## config.mk

```make
export PLATFORM = sky130hd
export DESIGN_NAME = uart_tx_serializer_flat
export DESIGN_NICKNAME = d
export VERILOG_FILES = /design/src/rtl/uart_tx_serializer_if.sv /design/src/rtl/uart_tx_serializer.sv /design/src/flat_wrapper.sv
export SDC_FILE = /design/constraint.sdc
export NUM_CORES = 1
export LEC_CHECK = 0
export CAP_MARGIN = 20
export CORE_MARGIN = 2
export CORE_UTILIZATION = 40
export CTS_BUF_LIST = sky130_fd_sc_hd__clkbuf_4
export CTS_CLUSTER_SIZE = 30
export DETAILED_ROUTE_END_ITERATION = 7
export GPL_ROUTABILITY_DRIVEN = 0
export PLACE_DENSITY = 0.66
export SLEW_MARGIN = 20
export SYNTH_ARGS = -nofsm -noshare
export SYNTH_HDL_FRONTEND = slang
export SYNTH_SLANG_ARGS = --single-unit
```

## constraint.sdc

```tcl
create_clock -name clk -period 2.45 [get_ports clk]
set_input_delay 0.3675 -clock clk [delete_from_list [all_inputs] [get_ports clk]]
set_output_delay 0.3675 -clock clk [all_outputs]
set_load 0.05 [all_outputs]
```

## src/rtl/uart_tx_serializer_if.sv

```systemverilog
// uart_tx_serializer_if: byte-in / serial-out handshake bundle for uart_tx_serializer
//   tx_data   - byte to transmit (master -> slave)
//   send      - one-cycle transmit request (master -> slave)
//   tx        - serial line, idle high (slave -> master)
//   tx_busy   - frame in flight (slave -> master)
//   data_sent - last accepted byte fully transmitted (slave -> master)
interface uart_tx_serializer_if;
  logic [7:0] tx_data;
  logic       send;
  logic       tx;
  logic       tx_busy;
  logic       data_sent;
  modport master (output tx_data, send, input tx, tx_busy, data_sent);
  modport slave  (input tx_data, send, output tx, tx_busy, data_sent);
endinterface

```

## src/rtl/uart_tx_serializer.sv

```systemverilog
// uart_tx_serializer: 8N1 UART transmitter (8E1 when UART_TX_PARITY_EN is defined)
//   CLKS_PER_BIT - clock cycles per serial bit (2..65535)
//   clk          - system clock, rising edge
//   reset        - asynchronous active-low reset
//   bus          - uart_tx_serializer_if.slave: tx_data/send in, tx/tx_busy/data_sent out
// All outputs come straight from registers; next-state values are computed for
// the state being entered so tx changes on the same edge as the state.
module uart_tx_serializer #(
  parameter int CLKS_PER_BIT = 5208
) (
  input  logic                  clk,
  input  logic                  reset,
  uart_tx_serializer_if.slave   bus
);
  localparam int CW = (CLKS_PER_BIT > 1) ? $clog2(CLKS_PER_BIT) : 1;
  localparam logic [CW-1:0] LAST = CW'(CLKS_PER_BIT - 1);
`ifdef UART_TX_PARITY_EN
  typedef enum logic [2:0] {IDLE, START, DATA, PARITY, STOP} state_t;
`else
  typedef enum logic [2:0] {IDLE, START, DATA, STOP} state_t;
`endif
  state_t        state_q, state_d;
  logic [CW-1:0] cnt_q, cnt_d;
  logic [2:0]    bit_q, bit_d;
  logic [7:0]    data_q, data_d;
  logic          tx_q, tx_d;
  logic          busy_q, busy_d;
  logic          sent_q, sent_d;
  logic          last;
  assign last = cnt_q == LAST;
  always_ff @(posedge clk or negedge reset) begin
    if (!reset) begin
      state_q <= IDLE;
      cnt_q   <= '0;
      bit_q   <= '0;
      data_q  <= 8'h00;
      tx_q    <= 1'b1;
      busy_q  <= 1'b0;
      sent_q  <= 1'b0;
    end else begin
      state_q <= state_d;
      cnt_q   <= cnt_d;
      bit_q   <= bit_d;
      data_q  <= data_d;
      tx_q    <= tx_d;
      busy_q  <= busy_d;
      sent_q  <= sent_d;
    end
  end
  always_comb begin
    state_d = state_q;
    cnt_d   = last ? '0 : cnt_q + 1'b1;
    bit_d   = bit_q;
    data_d  = data_q;
    sent_d  = sent_q;
    case (state_q)
      IDLE: begin
        cnt_d = '0;
        bit_d = '0;
        if (bus.send) begin
          state_d = START;
          data_d  = bus.tx_data;
          sent_d  = 1'b0;
        end
      end
      START: state_d = last ? DATA : START;
      DATA: begin
        // bit index wraps 7 -> 0 as DATA is left, so it is clean for the next frame
        bit_d = last ? bit_q + 3'd1 : bit_q;
`ifdef UART_TX_PARITY_EN
        state_d = (last && bit_q == 3'd7) ? PARITY : DATA;
      end
      PARITY: state_d = last ? STOP : PARITY;
`else
        state_d = (last && bit_q == 3'd7) ? STOP : DATA;
      end
`endif
      STOP: begin
        state_d = last ? IDLE : STOP;
        sent_d  = last ? 1'b1 : sent_q;
      end
      default: begin
        state_d = IDLE;
        cnt_d   = '0;
        bit_d   = '0;
      end
    endcase
    busy_d = state_d != IDLE;
`ifdef UART_TX_PARITY_EN
    tx_d = state_d == START ? 1'b0 : state_d == DATA ? data_d[bit_d] : state_d == PARITY ? ^data_d : 1'b1;
`else
    tx_d = state_d == START ? 1'b0 : state_d == DATA ? data_d[bit_d] : 1'b1;
`endif
  end
  assign bus.tx        = tx_q;
  assign bus.tx_busy   = busy_q;
  assign bus.data_sent = sent_q;
endmodule

```

## src/flat_wrapper.sv

```systemverilog
// flat-port wrapper written by rule: the top's interface ports become plain ports
module uart_tx_serializer_flat 
#(
  parameter int CLKS_PER_BIT = 5208
)
  (clk, reset, bus_tx_data, bus_send, bus_tx, bus_tx_busy, bus_data_sent);
  uart_tx_serializer_if bus_i ();
  input  logic clk;
  input  logic reset;
  input wire logic [$bits(bus_i.tx_data)-1:0] bus_tx_data;
  input wire logic [$bits(bus_i.send)-1:0] bus_send;
  output wire logic [$bits(bus_i.tx)-1:0] bus_tx;
  output wire logic [$bits(bus_i.tx_busy)-1:0] bus_tx_busy;
  output wire logic [$bits(bus_i.data_sent)-1:0] bus_data_sent;
  assign bus_i.tx_data = bus_tx_data;
  assign bus_i.send = bus_send;
  assign bus_tx = bus_i.tx;
  assign bus_tx_busy = bus_i.tx_busy;
  assign bus_data_sent = bus_i.data_sent;
  uart_tx_serializer #(.CLKS_PER_BIT(CLKS_PER_BIT)) u_core (.clk(clk), .reset(reset), .bus(bus_i));
endmodule
```

# == Word-level counts from Yosys, hierarchy flattened ==
# Index checks and enable logic that the tools add are counted.
# totals
ff_bits,30
latchBits,0
mem_bits_rw,0
romBits,0
mem_count,0
# classes
n_addsub,2
multipliers,0
div_mod_pow,0
n_lt_le_gt_ge,1
eq_ne,9
n_shift,0
mux,18
n_bitwise,0
n_reduce_logical,7
# ops
op,count
$mux 13,2
$mux 8,2
$add 13x1->13 const B,1
$eq 13x13->1 const B,1
$pmux 3 s4,1
$eq 3x2->1 const B,3
$eq 3x1->1 const B,2
$mux 1,6
$mux 3,2
$pmux 3 s2,1
$lt 3x4->1 const B,1
$mux 2,2
$add 3x1->3 const B,1
$bmux 1 s3,1
$eq 3x3->1 const B,1
$logic_not 3->1,1
$reduce_and 3->1,1
$reduce_bool 3->1,1
$reduce_or 3->1,1
$ne 2x1->1 const B,1
$ne 2x2->1 const B,1
$pmux 1 s2,1
$reduce_bool 2->1,1
$reduce_or 2->1,1
$logic_and 1x1->1,1

# == Logic depth before layout (Yosys ltp) ==
# Gate-level depths: netlist (run 1).
# depth
depth_word,7
mapped_depth,9

# == Worst setup path before layout (run 1) ==
# Ideal clock, no wire load.
# synth_path
path_type,reg2reg
startpoint,reg u_core.cnt_q[0]
endpoint,"reg u_core.tx_q, in the netlist u_core.bus.tx"
setup_ps,88
t_arrival_ps,2109
t_required_ps,2362
setup_slack_ps,253
path_stages_with_launch,9
path_buffers,1
period_less_slack_ps,2197
path_cell_list,dfrtp_1 -> ha_1 -> and4b_1 -> and3_4 -> buf_6 -> a311oi_4 -> mux2_2 -> a22oi_1 -> a31oi_1
# synth_via
elab_chain_cells,7
word_cells_on_any_way,14
classes_between,3 x eq/ne; 10 x mux; 1 x reduce/logical
# synth_lines
item,line_no,source
"start, declared",uart_tx_serializer.sv:23,"logic [CW-1:0] cnt_q, cnt_d;"
"start signal, assigned",uart_tx_serializer.sv:42,cnt_q <= cnt_d;
$eq 13x13->1 (*),uart_tx_serializer.sv:30,assign last = cnt_q == LAST;
$mux 3 or $logic_and 1x1->1 (tied branches),"uart_tx_serializer.sv:69, uart_tx_serializer.sv:75",
$pmux 3 s2 or $mux 1 (tied branches),"uart_tx_serializer.sv:56, uart_tx_serializer.sv:75",
$bmux 1 s3 or $pmux 3 s4 (tied branches),"uart_tx_serializer.sv:92, uart_tx_serializer.sv:56",
$mux 1 (not written as such) or $eq 3x2->1 (tied branches),uart_tx_serializer.sv:92,tx_d = state_d == START ? 1'b0 : state_d == DATA ? data_d[bit_d] : 1'b1;
$mux 1,uart_tx_serializer.sv:92,
$mux 1 (*),uart_tx_serializer.sv:92,
via u_core.tx_d,uart_tx_serializer.sv:26,"logic tx_q, tx_d;"
"end signal, assigned",uart_tx_serializer.sv:45,tx_q <= tx_d;
"end, declared",uart_tx_serializer.sv:26,
# The timed path passes the listed nets; every way through them passes the cells marked *. The select of a mux whose other input is x is not followed.
# A chain may end at the register's enable or synchronous reset.

# == Worst setup path after layout (run 1) ==
# Ends and elaborated chain as after synthesis.

==> results.py, run 1 <==
metrics = {
    "cts": {
        "cts_resized": 0,
        "clkTransAtPathRegs_ns": 0.09,
        "ctsRootBufferMaster": "clkbuf_4",
        "clk_latency_ns": 0.33,
        "cts_tree": "done",
        "cts_hold_buf": 0,
        "cts_buffers": 5,
        "post_cts_buffers": 0,
        "cts.sinks": 30,
        "htreeDepth": 2,
        "clockBufferDepth": 2,
    },
    "cells_and_area": {
        "layout.nets": 165,
        "layout-drive-gt1-share_pct": 21.7,
        "fin_util_pct": 48.3,
        "n_antenna_cell": 0,
        "syn_to_final_growth_pct": 16.2,
    },
    "worst_hold_path": {
        "hold_path.class": "primary input to asynchronous set/reset pin",
    },
    "setup_path": {
        "crit_slowest_cell": "dfrtp_1",
        "crit_fanout": 6,
        "critical_path_class": "flip-flop to flip-flop",
        "r2r-start": "u_core.cnt_q[0]",
        "worstPathArrival_ns": 2.49,
        "critPathMaxStageDelay_ns": 0.41,
        "cp-startpoint": "u_core.cnt_q[0]",
        "path_buf_inv": 0,
        "startpoint_type": "flip-flop",
        "crit_path_end_kind": "flip-flop",
        "required_ns": 2.70,
        "path_cells": "ha_1, and4b_1, and3_4, a311oi_4, mux2_2, a22oi_1, a31oi_1",
        "path_delay_family": "compound AO/OA/AOI/OAI gates",
    },
    "sta": {
        "setup_ws_ns": 0.207,
        "worst_pin_slew_ns": 0.525,
        "period_share_pct": 91.6,
        "timing.setup.tns_ns": 0,
        "max-slew-margin-rel_pct": 64.7,
        "finClkSkew_ns": 0.00688,
        "setup_viol": 0,
        "fin_crit_ns": 2.24,
        "drv_slew": 0,
        "max_freq_mhz": 446,
        "hold_violations": 0,
        "rsz0062_at_grt": "no",
    },
    "logic_synthesis": {
        "synth_top_area_cell": "dfrtp_1",
        "syn_area_um2": 1510,
        "synth_area_leaders": "dfrtp_1, mux2_2, nor2_1",
        "async_flop_share_pct": 100,
        "ys_top_cells_by_count": "dfrtp_1, nor2_1, mux2_2",
        "synth_edf_count": 0,
        "synth_flop_cell": "dfrtp_1",
        "syn-num-nets": 147,
        "synth_cells": 133,
        "avgSynthCellArea_um2": 11.4,
        "synth_top_cell_area_share_pct": 48.0,
        "yosysMostFrequentCell": "dfrtp_1",
        "ys_seq_area_share_pct": 49.8,
        "ys_types": 39,
        "ys_ff_latch": 30,
        "ys_warn_count": 0,
    },
    "global_route": {
        "grt_overflow_total": 0,
        "grt_pass1_wl_mm": 4.69,
        "grt_pass1_vias": 1015,
        "antenna_found_initial": 0,
        "grt_usage_pct": 14.9,
        "grt_max_degree": 31,
    },
    "placement": {
        "dpl.hpwl_mm": 1.99,
        "port_buffers": 13,
        "pre_cts_slack_ns": 0.139,
    },
    "route": {
        "routed_via_density": 5.14,
        "first_pass_iters": 4,
        "routedWlPerCell_um": 13.7,
        "drt_iter0_drc": 31,
        "drt_wl_total_mm": 2.73,
        "route.antenna.remaining_nets": 0,
        "vias": 1027,
        "drcViolationCount": 0,
    },
    "floorplanning": {
        "die_w_um": 65.5,
        "rows": 22,
        "die_h_um": 65.5,
        "start_util_pct": 41.6,
        "core_um2": 3630,
        "ios": 14,
        "die_area_um2": 4290,
    },
    "run": {
        "drv_cap": 0,
    },
    "power_and_ir_drop": {
        "p_leak_nw": 0.763,
        "p_per_area_nw_per_um2": 539,
        "vdd_drop_max_v": 0.000233,
    },
    "run_status": {
        "status": "completed",
    },
}
==> report_power, final <==
part           switching, mW  internal, mW  leakage (nW)
combinational         0.0485        0.0549         0.334
sequential            0.0149         0.526         0.392
clock                  0.156         0.147        0.0368
==> cell usage in the layout (no fill, tap or decap), types with 2 or more instances in the layout <==
master	count
mux2_2	10
ha_1	3
nand2_1	3
nor2_1	20
xor2_1	7
clkdlybuf4s50_1	13
clkbuf_4	8
a31oi_1	4
or2_2	2
inv_1	7
dfrtp_1	29
xnor2_1	5
nor4b_4	2
and3b_1	2
nand3b_1	3
buf_4	3
nand3_1	9
==> cell type report <==
| cell class | instances | area [um^2] |
|---|---|---|
| fill | 350 | 1880 |
| sequential | 30 | 752 |
| multi-input combinational | 91 | 706 |
| timing repair buffer | 16 | 153 |
| clock buffer | 8 | 60.1 |
| tap | 48 | 60.1 |
| inverter | 7 | 26.3 |
==> metal layers <==
| layer | vias to the layer above | GRT usage [%] | wire (um) |
|---|---|---|---|
| met1 | 495 | 19.2 | 1300 |
| met5 | - | 0 | 0 |
| met3 | 7 | 3.77 | 79 |
| li1 | 507 | - | - |
| met4 | 0 | 10.2 | 87 |
| met2 | 18 | 21.9 | 1270 |
==> through the flow <==
stage / std cells / hold slack (ns) / power (mW) / cell area, um^2
after floorplan: 133 / 0.0719 / 0.608 / 1510
after global placement: 192 / 0.466 / 0.650 / 1700
after detailed placement: 192 / 0.478 / 0.656 / 1700
after CTS: 200 / 0.425 / 0.965 / 1760
after global routing: 200 / 0.430 / 1.00 / 1760
final: 200 / 0.414 / 0.948 / 1760
==> worst reg2reg max path, stage by stage (launching register included) <==
cell and delay [ns]:
dfrtp_1 0.41, ha_1 0.25, and4b_1 0.28, and3_4 0.22, a311oi_4 0.34, mux2_2 0.38
a22oi_1 0.18, a31oi_1 0.12
==> path summary, 6_finish.rpt <==
| check | end | slack (ns) | cells after the start |
|---|---|---|---|
| worst max register to register | u_core.bus.tx | 0.21 | 7 |
| worst min register to register | u_core.cnt_q[0] | 0.48 | 1 |
| worst min-delay path | u_core.cnt_q[12] | 0.41 | 2 |
| max in group asynchronous | u_core.bus.tx | 1.73 | 2 |
| worst max-delay path | u_core.bus.tx | 0.21 | 7 |
| min in group clk | u_core.cnt_q[0] | 0.48 | 1 |
==> state kept, by name (all words and copies together) (netlist names) <==
signal and flops:
u_core.cnt_q 13, u_core.data_q 8, u_core.bit_q 3, u_core.state_q 3
u_core.bus.data_sent 1, u_core.bus.tx 1, u_core.bus.tx_busy 1
==> cell families after synthesis <==
group / synth area share [%]
AND/OR/NAND/NOR: 20.4
flip-flops: 49.8
AO/OA/AOI/OAI: 8.44
XOR/XNOR: 6.95
buffers and inverters: 3.56
multiplexers: 8.11
adder cells (fa/ha/maj): 2.48
other: 0.248
(Power assumes the default switching activity.)
==> run 2, diff against run 1 <==
--- a/config.mk
+++ b/config.mk
@@ -5,6 +5,7 @@
 export SDC_FILE = /design/constraint.sdc
 export NUM_CORES = 1
 export LEC_CHECK = 0
+export ABC_AREA = 1
 export CAP_MARGIN = 20
 export CORE_MARGIN = 2
 export CORE_UTILIZATION = 40
==> run 2 against run 1 <==
  * Worst setup slack gained 0.24 ns
  * Design area grew 3.9%
  * Non-clock buffer count shrank 2
  * Routed wire length grew 11%
  * Clock skew grew 0.0023 ns
  * Synthesized area grew 4.5%
  * Power shrank 4.5%
  * Critical path type is now flip-flop to output pin
  * Critical endpoint is now bus_tx
==> results.py, run 2 <==
metrics = {
    "run_status": {
        "status": "completed",
    },
    "logic_synthesis": {
        "ys_seq_area_share_pct": 47.6,
        "avgSynthCellArea_um2": 8.27,
        "synth_edf_count": 0,
        "synth_top_cell_area_share_pct": 46.0,
        "ys_warn_count": 0,
        "synth_top_area_cell": "dfrtp_1",
        "synth_cells": 191,
        "synth_area_leaders": "dfrtp_1, nand2_1, nand3_1",
        "async_flop_share_pct": 100,
        "ys_ff_latch": 30,
        "syn-num-nets": 205,
        "synth_flop_cell": "dfrtp_1",
        "ys_types": 33,
        "ys_top_cells_by_count": "nand2_1, dfrtp_1, inv_1",
        "syn_area_um2": 1580,
        "yosysMostFrequentCell": "nand2_1",
    },
    "power_and_ir_drop": {
        "p_leak_nw": 0.823,
        "pwr-share-seq_pct": 58.6,
        "switching_share_pct": 26.6,
        "cellInternalPower_mw": 0.664,
        "p_comb_share_pct": 11.6,
        "p_clk_share_pct": 29.8,
        "vdd_drop_max_v": 0.000206,
        "switching_power_mw": 0.241,
        "p_per_area_nw_per_um2": 496,
        "power.total_mw": 0.905,
    },
    "placement": {
        "pre_cts_slack_ns": 0.509,
        "port_buffers": 13,
        "dpl.hpwl_mm": 2.21,
    },
    "route": {
        "drt_wl_total_mm": 3.03,
        "routedWlPerCell_um": 11.6,
        "vias": 1271,
        "drcViolationCount": 0,
        "routed_via_density": 4.87,
        "drt_iter0_drc": 40,
        "route.antenna.remaining_nets": 0,
        "first_pass_iters": 5,
    },
    "worst_hold_path": {
        "hold_path.class": "primary input to asynchronous set/reset pin",
    },
    "cells_and_area": {
        "layout.nets": 226,
        "layout_common_cells": "nand2_1, dfrtp_1, inv_1, nand3_1, clkdlybuf4s50_1",
        "n_antenna_cell": 0,
        "nFillCells": 352,
        "largest_register": "u_core.cnt_q",
        "layout_commonest_cell": "nand2_1",
        "reg_top3": "u_core.cnt_q: 13 flops, u_core.data_q: 8 flops",
        "syn_to_final_growth_pct": 15.6,
        "largest_reg_flops": 13,
        "fin_util_pct": 49.1,
        "layout-drive-gt1-share_pct": 16.4,
    },
    "global_route": {
        "grt_use_met1_pct": 22.1,
        "grt_use_met2_pct": 25.1,
        "busiest_layer": "met2",
        "grt_pass1_vias": 1250,
        "grt_pass1_wl_mm": 5.48,
        "antenna_found_initial": 0,
        "grt_overflow_total": 0,
        "met3_usage_pct": 3.72,
        "grt_max_degree": 31,
        "grt_usage_pct": 16.6,
    },
    "sta": {
        "finClkSkew_ns": 0.00923,
        "rsz0062_at_grt": "no",
        "worst_pin_slew_ns": 0.727,
        "timing.setup.tns_ns": 0,
        "setup_viol": 0,
        "drv_slew": 0,
        "fin_crit_ns": 2.00,
        "period_share_pct": 81.8,
        "hold_ws_ns": 0.409,
        "setup_ws_ns": 0.446,
        "max_freq_mhz": 499,
        "hold_violations": 0,
        "max-slew-margin-rel_pct": 51.2,
    },
    "setup_path": {
        "path_cells": "clkdlybuf4s50_1",
        "crit_path_end_kind": "output pin",
        "regToRegEndpoint": "u_core.cnt_q[12]",
        "worstPathArrival_ns": 1.64,
        "critPathMaxStageDelay_ns": 0.79,
        "path_delay_family": "buffers and inverters",
        "required_ns": 2.08,
        "crit_slowest_cell": "clkdlybuf4s50_1",
        "critical_path_class": "flip-flop to output pin",
        "crit_fanout": 1,
        "startpoint_type": "flip-flop",
        "reg2reg_slack_ns": 0.63,
        "ff2ff_path_depth": 7,
        "r2r-start": "u_core.cnt_q[0]",
        "path_buf_inv": 1,
    },
    "cts": {
        "ctsRootBufferMaster": "clkbuf_4",
        "cts_hold_buf": 0,
        "htreeDepth": 2,
        "cts_resized": 0,
        "cts_buffers": 5,
        "cts_tree": "done",
        "clockBufferDepth": 2,
        "post_cts_buffers": 0,
        "clk_latency_ns": 0.33,
        "clkTransAtPathRegs_ns": 0.10,
        "cts.sinks": 30,
    },
    "floorplanning": {
        "die_w_um": 66.8,
        "rows": 22,
        "die_area_um2": 4470,
        "ios": 14,
        "start_util_pct": 42.5,
        "core_um2": 3720,
        "die_h_um": 66.8,
    },
    "run": {
        "drv_cap": 0,
    },
}
==> run 2: changes by cell type after synthesis, sizes merged, moves of 4 or more <==
cell,before,now
a21oi,1,5
a31oi,4,0
inv,7,26
mux2,10,0
nand2,3,58
nand3,9,18
nor3,1,6
o21ai,1,6
xnor2,5,1
xor2,7,1
==> run 2: routing by layer <==
metal	wire length (um)	share of wire (%)	vias up
li1	-	-	662
met2	1290	43	27
met1	1560	51	575
met3	110	3.6	7
met4	70	2.3	0
met5	0	0	-
==> run 2: logic make-up (layout without fill, tap and decap cells) <==
family	after synthesis	after routing	synth area share, %
other	1	1	0.237
and+or+nand+nor	112	112	36.2
DFF	30	30	47.6
buffers and inverters	27	49	6.42
xor gates and xnor gates	2	2	1.11
AOI/OAI and AO/OA	16	16	6.02
adders and majority gates	3	3	2.38
==> run 2: layout make-up <==
type                    count  area, um^2  share of cell area [%]
multi-input cells         134         726                    39.8
inverters                  27         101                    5.55
flip-flops and latches     30         752                    41.2
repair buffers             14         138                    7.54
clock inverters             3        11.3                   0.617
well taps                  48        60.1                    3.29
clock buffers               5        37.5                    2.06
==> run 2: worst max path at each step <==
stage / start / to / slack [ns] / depth (start not counted)
global route: u_core.bus.tx / bus_tx / 0.40 / 1
detailed placement: bus_send / u_core.bus.tx / 0.51 / 11
floorplan: u_core.cnt_q[0] / u_core.cnt_q[12] / 0.92 / 8
finish: u_core.bus.tx / bus_tx / 0.45 / 1
CTS: u_core.bus.tx / bus_tx / 0.43 / 1
global placement: bus_send / u_core.bus.tx / 0.52 / 11
==> run 2: power by group through the flow <==
stage | clock, mW | combinational [mW] | sequential [mW]
2_1_floorplan | 0 | 0.0509 | 0.548
3_3_place_gp | 0 | 0.105 | 0.540
3_5_place_dp | 0 | 0.106 | 0.540
4_1_cts | 0.281 | 0.106 | 0.531
5_1_grt | 0.300 | 0.119 | 0.534
6_report | 0.269 | 0.105 | 0.531
==> run 2: metrics by stage <==
| step | area, um^2 | cells |
|---|---|---|
| after floorplan | 1580 | 191 |
| after global placement | 1780 | 253 |
| after detailed placement | 1780 | 253 |
| after CTS | 1830 | 261 |
| after global routing | 1830 | 261 |
| final | 1830 | 261 |
